File: config.mk
export PLATFORM = sky130hd
export DESIGN_NAME = fetch_pc_ctrl
export DESIGN_NICKNAME = d
export VERILOG_FILES = /design/src/rtl/fetch_pc_ctrl.sv
export SDC_FILE = /design/constraint.sdc
export NUM_CORES = 1
export LEC_CHECK = 0
export CORE_MARGIN = 5
export CORE_UTILIZATION = 42
export DETAILED_ROUTE_END_ITERATION = 10
export GPL_TIMING_DRIVEN = 0
export HOLD_SLACK_MARGIN = 0.02
export PLACE_DENSITY = 0.81
export SLEW_MARGIN = 15
export SYNTH_ARGS = -nofsm -noshare
export SYNTH_HDL_FRONTEND = slang
export SYNTH_SLANG_ARGS = --single-unit
export TNS_END_PERCENT = 5
File: constraint.sdc
create_clock -name clk -period 2.35 [get_ports clk]
set_clock_uncertainty 0.15 [all_clocks]
set_input_delay 0.705 -clock clk [delete_from_list [all_inputs] [get_ports clk]]
set_output_delay 0.705 -clock clk [all_outputs]
set_load 0.01 [all_outputs]
File: src/rtl/fetch_pc_ctrl.sv
// fetch_pc_ctrl
//   Holds the architectural fetch PC. Issues one aligned 8-byte I-cache
//   request at a time and turns each response into a two-instruction fetch
//   bundle for the decode queue. Backend and predictor redirects overwrite
//   the PC. A request that was issued before a redirect is drained: its
//   response is discarded when it returns.
//
// Ports
//   clk, rst                       clock, synchronous active-high reset
//   be_redirect_valid/_pc          backend redirect (highest priority)
//   bp_redirect_valid/_pc          branch predictor redirect
//   ic_req_valid/_ready/_pc        I-cache request, pc 8-byte aligned
//   ic_resp_valid/_data            I-cache response, [31:0] = word at pc&~7
//   out_*                          fetch bundle, valid until out_ready
//   cur_pc                         architectural fetch PC
module fetch_pc_ctrl #(
   parameter logic [31:0] RESET_PC = 32'hBFC0_0000
) (
   input  logic        clk,
   input  logic        rst,
   input  logic        be_redirect_valid,
   input  logic [31:0] be_redirect_pc,
   input  logic        bp_redirect_valid,
   input  logic [31:0] bp_redirect_pc,
   output logic        ic_req_valid,
   input  logic        ic_req_ready,
   output logic [31:0] ic_req_pc,
   input  logic        ic_resp_valid,
   input  logic [63:0] ic_resp_data,
   output logic        out_valid,
   input  logic        out_ready,
   output logic [31:0] out_pc0,
   output logic [31:0] out_pc1,
   output logic [31:0] out_inst0,
   output logic [31:0] out_inst1,
   output logic        out_inst0_valid,
   output logic        out_inst1_valid,
   output logic [31:0] cur_pc
);

   typedef enum logic [2:0] {
      S_IDLE,
      S_REQ,
      S_WAIT,
      S_HOLD,
      S_DRAIN
   } state_t;

   state_t      state_q;
   logic [31:0] cur_pc_q;
   logic [31:0] fetch_pc_q;
   logic        ic_req_valid_q;
   logic        out_valid_q;
   logic [31:0] out_pc0_q;
   logic [31:0] out_pc1_q;
   logic [31:0] out_inst0_q;
   logic [31:0] out_inst1_q;
   logic        out_inst0_valid_q;
   logic        out_inst1_valid_q;

   logic        redir;
   logic [31:0] redir_pc;
   logic [31:0] fetch_base;
   logic [31:0] seq_pc_d;

   // Backend wins over predictor; targets are word aligned.
   assign redir      = be_redirect_valid | bp_redirect_valid;
   assign redir_pc   = (be_redirect_valid ? be_redirect_pc : bp_redirect_pc) & 32'hFFFF_FFFC;
   assign fetch_base = fetch_pc_q & 32'hFFFF_FFF8;
   // Next sequential line; wraps naturally at 2^32.
   assign seq_pc_d   = fetch_base + 32'd8;

   always_ff @(posedge clk) begin
      if (rst) begin
         state_q           <= S_IDLE;
         cur_pc_q          <= RESET_PC;
         fetch_pc_q        <= '0;
         ic_req_valid_q    <= 1'b0;
         out_valid_q       <= 1'b0;
         out_pc0_q         <= '0;
         out_pc1_q         <= '0;
         out_inst0_q       <= '0;
         out_inst1_q       <= '0;
         out_inst0_valid_q <= 1'b0;
         out_inst1_valid_q <= 1'b0;
      end else begin
         case (state_q)
            S_IDLE: begin
               if (redir) cur_pc_q <= redir_pc;
               state_q        <= S_REQ;
               ic_req_valid_q <= 1'b1;
            end
            S_REQ: begin
               if (redir) begin
                  cur_pc_q <= redir_pc;
                  // Request went out with the old PC: wait for it and drop it.
                  if (ic_req_ready) begin
                     state_q        <= S_DRAIN;
                     ic_req_valid_q <= 1'b0;
                  end
               end else if (ic_req_ready) begin
                  state_q        <= S_WAIT;
                  ic_req_valid_q <= 1'b0;
                  fetch_pc_q     <= cur_pc_q;
               end
            end
            S_WAIT: begin
               if (redir) begin
                  cur_pc_q <= redir_pc;
                  if (ic_resp_valid) begin
                     state_q        <= S_REQ;
                     ic_req_valid_q <= 1'b1;
                  end else begin
                     state_q <= S_DRAIN;
                  end
               end else if (ic_resp_valid) begin
                  state_q           <= S_HOLD;
                  out_valid_q       <= 1'b1;
                  out_pc0_q         <= fetch_base;
                  out_pc1_q         <= fetch_base | 32'h4;
                  out_inst0_q       <= ic_resp_data[31:0];
                  out_inst1_q       <= ic_resp_data[63:32];
                  // Entry into the upper word of a line skips the lower one.
                  out_inst0_valid_q <= ~fetch_pc_q[2];
                  out_inst1_valid_q <= 1'b1;
                  cur_pc_q          <= seq_pc_d;
               end
            end
            S_HOLD: begin
               // A handshake in the same cycle as a redirect still transfers.
               if (redir || out_ready) begin
                  if (redir) cur_pc_q <= redir_pc;
                  state_q        <= S_REQ;
                  ic_req_valid_q <= 1'b1;
                  out_valid_q    <= 1'b0;
               end
            end
            S_DRAIN: begin
               if (redir) cur_pc_q <= redir_pc;
               if (ic_resp_valid) begin
                  state_q        <= S_REQ;
                  ic_req_valid_q <= 1'b1;
               end
            end
            default: begin
               state_q        <= S_IDLE;
               ic_req_valid_q <= 1'b0;
               out_valid_q    <= 1'b0;
            end
         endcase
      end
   end

   assign ic_req_valid    = ic_req_valid_q;
   assign ic_req_pc       = cur_pc_q & 32'hFFFF_FFF8;
   assign out_valid       = out_valid_q;
   assign out_pc0         = out_pc0_q;
   assign out_pc1         = out_pc1_q;
   assign out_inst0       = out_inst0_q;
   assign out_inst1       = out_inst1_q;
   assign out_inst0_valid = out_inst0_valid_q;
   assign out_inst1_valid = out_inst1_valid_q;
   assign cur_pc          = cur_pc_q;

endmodule

* Yosys cells after proc, flatten, opt, wreduce, memory -nomap -nowiden
Index checks and enable logic that the tools add are counted.
Storage, ports and cells: flip-flop bits (word level) 194, input bits 135, output and inout bits 196, logic and storage cells 61
Cells by class: add/subtract/negate cells 1, equality and inequality tests 11, multiplexer cells 24, bitwise operators 4, reductions and logical operators 10
Operator list (number):
- 32-bit 2-to-1 mux | 5
- 32-bit case mux with 3 select lines | 1
- 32-bit by 4-bit adder with 32-bit output, second input constant | 1
- 3-bit 2-to-1 mux | 8
- 3-bit case mux with 5 select lines | 1
- 2-bit inequality test, second input constant | 6
- 3-bit AND reduction | 4
- 4-bit AND reduction | 2
- 1-bit 2-to-1 mux | 7
- 3-bit by 2-bit == test with 1-bit output, second input constant | 2
- 1-bit case mux with 5 select lines | 1
- 3-bit by 1-bit == test with 1-bit output, second input constant | 1
- 3-bit == test, second input constant | 1
- 3-bit zero test | 1
- 3-bit inequality test, second input constant | 1
- 1-bit NOT | 3
- 1-bit case mux with 3 select lines | 1
- 3-bit nonzero test | 1
- 3-bit OR reduction | 1
- 1-bit logical OR | 1
- 1-bit bitwise OR | 1

* Longest topological paths before layout
depth in word-level cells 4, gate-level depth with buffers 9, gate-level depth less buffers 6

* Worst setup path before layout
Ideal clock, no wire load.
path type input-to-reg, start point input bp_redirect_valid, end point register cur_pc_q[30] (netlist: cur_pc[30]), setup time 122 ps, data arrival time 1993 ps, required time 2078 ps, path slack 85 ps, stages 6, buffers on the path 2, path through or2_1 clkbuf_1 a21o_1 buf_2 mux2_2 a221o_1
On the way: word-level cells in the longest chain between the ends 4, elaborated cells between the ends (all ways) 9, classes of those cells eq/ne: 2; mux: 4; bitwise: 1; reduce/logical: 2
Ends and longest elaborated chain:
- from (decl) | line 23 | input logic bp_redirect_valid,
- 1-bit bitwise OR * | line 67 | assign redir = be_redirect_valid | bp_redirect_valid;
- 32-bit 2-to-1 mux / 1-bit logical OR (equally long branches)
- 32-bit 2-to-1 mux / 2-bit inequality test (equally long branches)
- 32-bit case mux with 3 select lines / 3-bit AND reduction (equally long branches)
- to (signal assigned) | line 89 | if (redir) cur_pc_q <= redir_pc;
- to (signal assigned) | line 95 | cur_pc_q <= redir_pc;
- to (signal assigned) | line 109 | cur_pc_q <= redir_pc;
- to (decl) | line 50 | logic [31:0] cur_pc_q;
Mark *: on every way between the ends. The rest lies on a longest branch, timed or not. The select of a mux whose other input is x is not followed. A chain may end at the register's enable or synchronous reset.

* Final worst setup path
start point register fetch_pc_q[4], end point register cur_pc_q[27] (netlist: cur_pc[27])
On the way: word-level cells in the longest chain between the ends 4
Ends and longest elaborated chain:
- from (decl) | line 51 | logic [31:0] fetch_pc_q;
- from (signal assigned) | line 104 | fetch_pc_q <= cur_pc_q;
- 32-bit by 4-bit adder with 32-bit output | line 71 | assign seq_pc_d = fetch_base + 32'd8;
- 32-bit 2-to-1 mux | line 116 | end else if (ic_resp_valid) begin
- 32-bit 2-to-1 mux | line 108 | if (redir) begin
- 32-bit case mux with 3 select lines | line 87 | case (state_q)
Every way passes these cells. The select of a mux whose other input is x is not followed.

==> impl_metrics.toml <==
[synth]
ys_seq_area_share_pct = 43.6
synth.distinct_cells = 50
ys_async_sr_fraction_pct = 0
yosys_warnings = 0
ys.flop_type = "dfxtp_1"
yosys.area.top_type = "dfxtp_1"
avgSynthCellArea_um2 = 7.75
ys_seq_elements = 160
synthDominantCellAreaShare_pct = 43.6
synth-edff-count = 0
netlist_top_cells_area = "dfxtp_1, nand2_1, a21oi_1"
syn_inst = 947
syn_area_um2 = 7340

[power]
switching_share_pct = 23.2
irDropWorstVdd_mv = 0.552
combinationalPowerShare_pct = 13.3
intPower_w = 0.00506
p_sw_w = 0.00153
seqPwrFrac_pct = 43.4
power.leakage_nw = 4.28
pwr-share-clk_pct = 43.3
p_per_area_nw_per_um2 = 568

[worst_setup_path]
cp.required_ns = 2.50
r2r-start = "fetch_pc_q[4]"
arrival_ns = 2.50
cp_max_fo = 6
rrSetupSlack_ns = 0.005
crit_path_end_kind = "register"
worstSetupPathType = "register to register"
reg2regPathDepth = 7
worstReg2RegEnd = "cur_pc[27]"
worstSetupStartpointType = "register"

[drt]
vias = 8002
routedWlPerCell_um = 17.3
drt_wl_total_mm = 26.4
drc_errors = 0
drt_iter0_markers = 665
vias_per_cell = 5.24
drt_first_pass_iters = 6
antenna_left = 0

[cts]
cts_tree = "built"
cts_sinks = 160
clk_path_buf_depth = 2
cts_buffers = 17
insertion_delay_ns = 0.42
cts_hold_buf = 0
path_clk_slew_ns = 0.06
h-tree-depth = 4
cts_root_buffer = "clkbuf_16"

[final_layout]
final_nets = 1426
register_area_um2 = 3250
drive_gt1_share_pct = 15.3
n_fill_cell = 1454
multiInputGateArea_um2 = 3370
syn_to_final_growth_pct = 58.2
diodes = 0

[min_path]
whs_path_depth = 2
worstHoldStart = "out_inst1[2]"
hp-class = "register to register"
hold_end = "out_inst1[2]"

[timing]
slew_violations = 0
worstMarginPinSlew_ns = 0.613
finalHoldViolCount = 0
finalWorstSetupSlack_ns = 0.00496
rsz0062_at_grt = "true"
relSlewSlack_pct = 59.1
timing.final.crit_share_pct = 99.8
setup_tns_ns = 0
fmax_ghz = 0.426
post-route-min-period_ns = 2.35
finalSetupViolations = 0

[job]
drv_cap = 0

[placement]
dp_hpwl_mm = 20.1
gp_congestion = 0.934
pre_cts_slack_ns = -0.918
portBuffers = 316

[die]
die_w_um = 142
rows = 48
fp.dieH_um = 142
start_util_pct = 42.6
die-area_um2 = 20200
io_pins = 331
core_area_um2 = 17200

[global_routing]
grt_pass1_wl_mm = 40.2
grt_max_degree = 17
track_usage_pct = 25.0
grt_overflow = 0
grt_pass1_vias = 7704
grt_antenna_before_repair = 0

[outcome]
status = "completed"
==> logic make-up (layout without fill, tap and decap cells) <==
kind of cell | after synthesis | after routing | share of synthesized area (%)
AO/OA/AOI/OAI | 197 | 197 | 15.6
other | 1 | 10 | 0.0511
adder cells (fa/ha/maj) | 1 | 1 | 0.170
multiplexers | 33 | 33 | 4.57
XOR/XNOR | 15 | 15 | 1.79
flip-flops | 160 | 160 | 43.6
buffers and inverters | 149 | 496 | 11.6
AND/OR/NAND/NOR | 391 | 391 | 22.6
==> power groups by stage <==
| stage | logic [W] | registers (W) | clock network (W) |
|---|---|---|---|
| after CTS | 0.000870 | 0.00285 | 0.00289 |
| after floorplan | 0.000344 | 0.00291 | 0 |
| after global routing | 0.000936 | 0.00287 | 0.00302 |
| after detailed placement | 0.000855 | 0.00291 | 0 |
| after global placement | 0.000845 | 0.00291 | 0 |
| final | 0.000875 | 0.00286 | 0.00286 |
==> metrics by stage <==
| stage | util, % | instances | power [W] | cell area (um2) | hold WS (ns) |
|---|---|---|---|---|---|
| global placement | 62.8 | 1497 | 0.00375 | 10800 | 0.283 |
| global route | 67.4 | 1528 | 0.00683 | 11600 | 0.317 |
| floorplan | - | 956 | 0.00325 | 7370 | 0.263 |
| finish | 67.4 | 1528 | 0.00659 | 11600 | 0.300 |
| detailed placement | 62.8 | 1497 | 0.00376 | 10800 | 0.285 |
| CTS | 66.9 | 1528 | 0.00661 | 11500 | 0.298 |
==> worst max path at each step <==
stage	start	endpoint	slack, ns	cells past startpoint
final	fetch_pc_q[4]	cur_pc[27]	0.005	7
after detailed placement	be_redirect_valid	out_pc1[21]	-0.92	8
after global placement	be_redirect_valid	out_pc1[31]	-0.94	8
after floorplan	bp_redirect_valid	cur_pc[30]	0.09	6
after CTS	ic_resp_valid	cur_pc[30]	-0.10	7
after global routing	fetch_pc_q[4]	cur_pc[27]	-0.06	7
==> sequential cells by signal, summed over array words and instances (netlist names) <==
name and cells:
out_inst0_valid 1, ic_req_valid 1, out_inst1 32, out_valid 1, cur_pc 30, state_q 3, out_pc1 30, fetch_pc_q 30
out_inst0 32
==> cells in the mapped netlist (3+ instances only) <==
cell type / number
a32o_1: 3
nand2_1: 298
o21ai_0: 7
a2111oi_0: 6
a211oi_1: 4
buf_4: 69
a21oi_1: 142
and3_1: 4
dfxtp_1: 160
xor2_1: 4
nor3_1: 11
o211ai_1: 10
mux2i_1: 29
buf_1: 3
nor2b_1: 5
mux2_2: 4
nor4_1: 9
o31ai_1: 5
xnor2_1: 11
nand3_1: 19
inv_1: 6
nand4_1: 6
and4_1: 5
a221oi_1: 4
buf_2: 26
nor2_1: 19
clkbuf_1: 43
==> worst max-delay path, cell delays in order, from the launching register on <==
cell	delay (ns)
dfxtp_1	0.42
ha_2	0.26
and4_1	0.20
clkbuf_2	0.22
nand4_1	0.24
o31ai_1	0.33
nand3_1	0.12
a221o_1	0.29
==> cell usage in the layout (no fill, tap or decap), types with 4 or more instances in the layout <==
cell             count
nor4_1               8
dfxtp_1            127
nand3_1             19
nand4_1              6
mux2_2               4
nor2b_1              5
xor2_1               4
nor2_1              18
clkbuf_16           17
a2111oi_0            5
a221oi_1             4
dfxtp_2             31
clkbuf_1            30
buf_2               17
nor3_1              10
xnor2_1             11
a21oi_1            140
buf_4               86
conb_1              10
o31ai_1              5
nand2_1            298
inv_1                6
o211ai_1            10
and3_1               4
mux2i_1             29
clkdlybuf4s50_1    310
a211oi_1             4
o21ai_0              7
and4_1               5
clkbuf_2             9
==> routing by layer <==
metal | up-vias | part of all wire, % | global-route usage (%)
li1 | 3817 | - | -
met1 | 3706 | 39 | 31.1
met2 | 409 | 49 | 41.9
met3 | 70 | 8.3 | 5.21
met4 | 0 | 3.8 | 11.0
met5 | - | 0 | 0
==> area by class of cell <==
| class | count | area share (%) |
|---|---|---|
| flip-flops and latches | 160 | 28.0 |
| multi-input cells | 647 | 29.1 |
| inverters | 6 | 0.194 |
| plain buffers | 141 | 7.85 |
| repair buffers | 317 | 27.2 |
| clock buffers | 23 | 4.12 |
| well taps | 225 | 2.42 |
| clock inverters | 9 | 1.13 |
==> timing repair <==
action                     in CTS  in global routing
cloned                          0                  0
pin swaps                       0                  1
setup buffers                   0                  1
setup endpoints to repair     166                173
gates resized for setup        49                 54
Note: power is estimated with default switching activity, not from simulation.
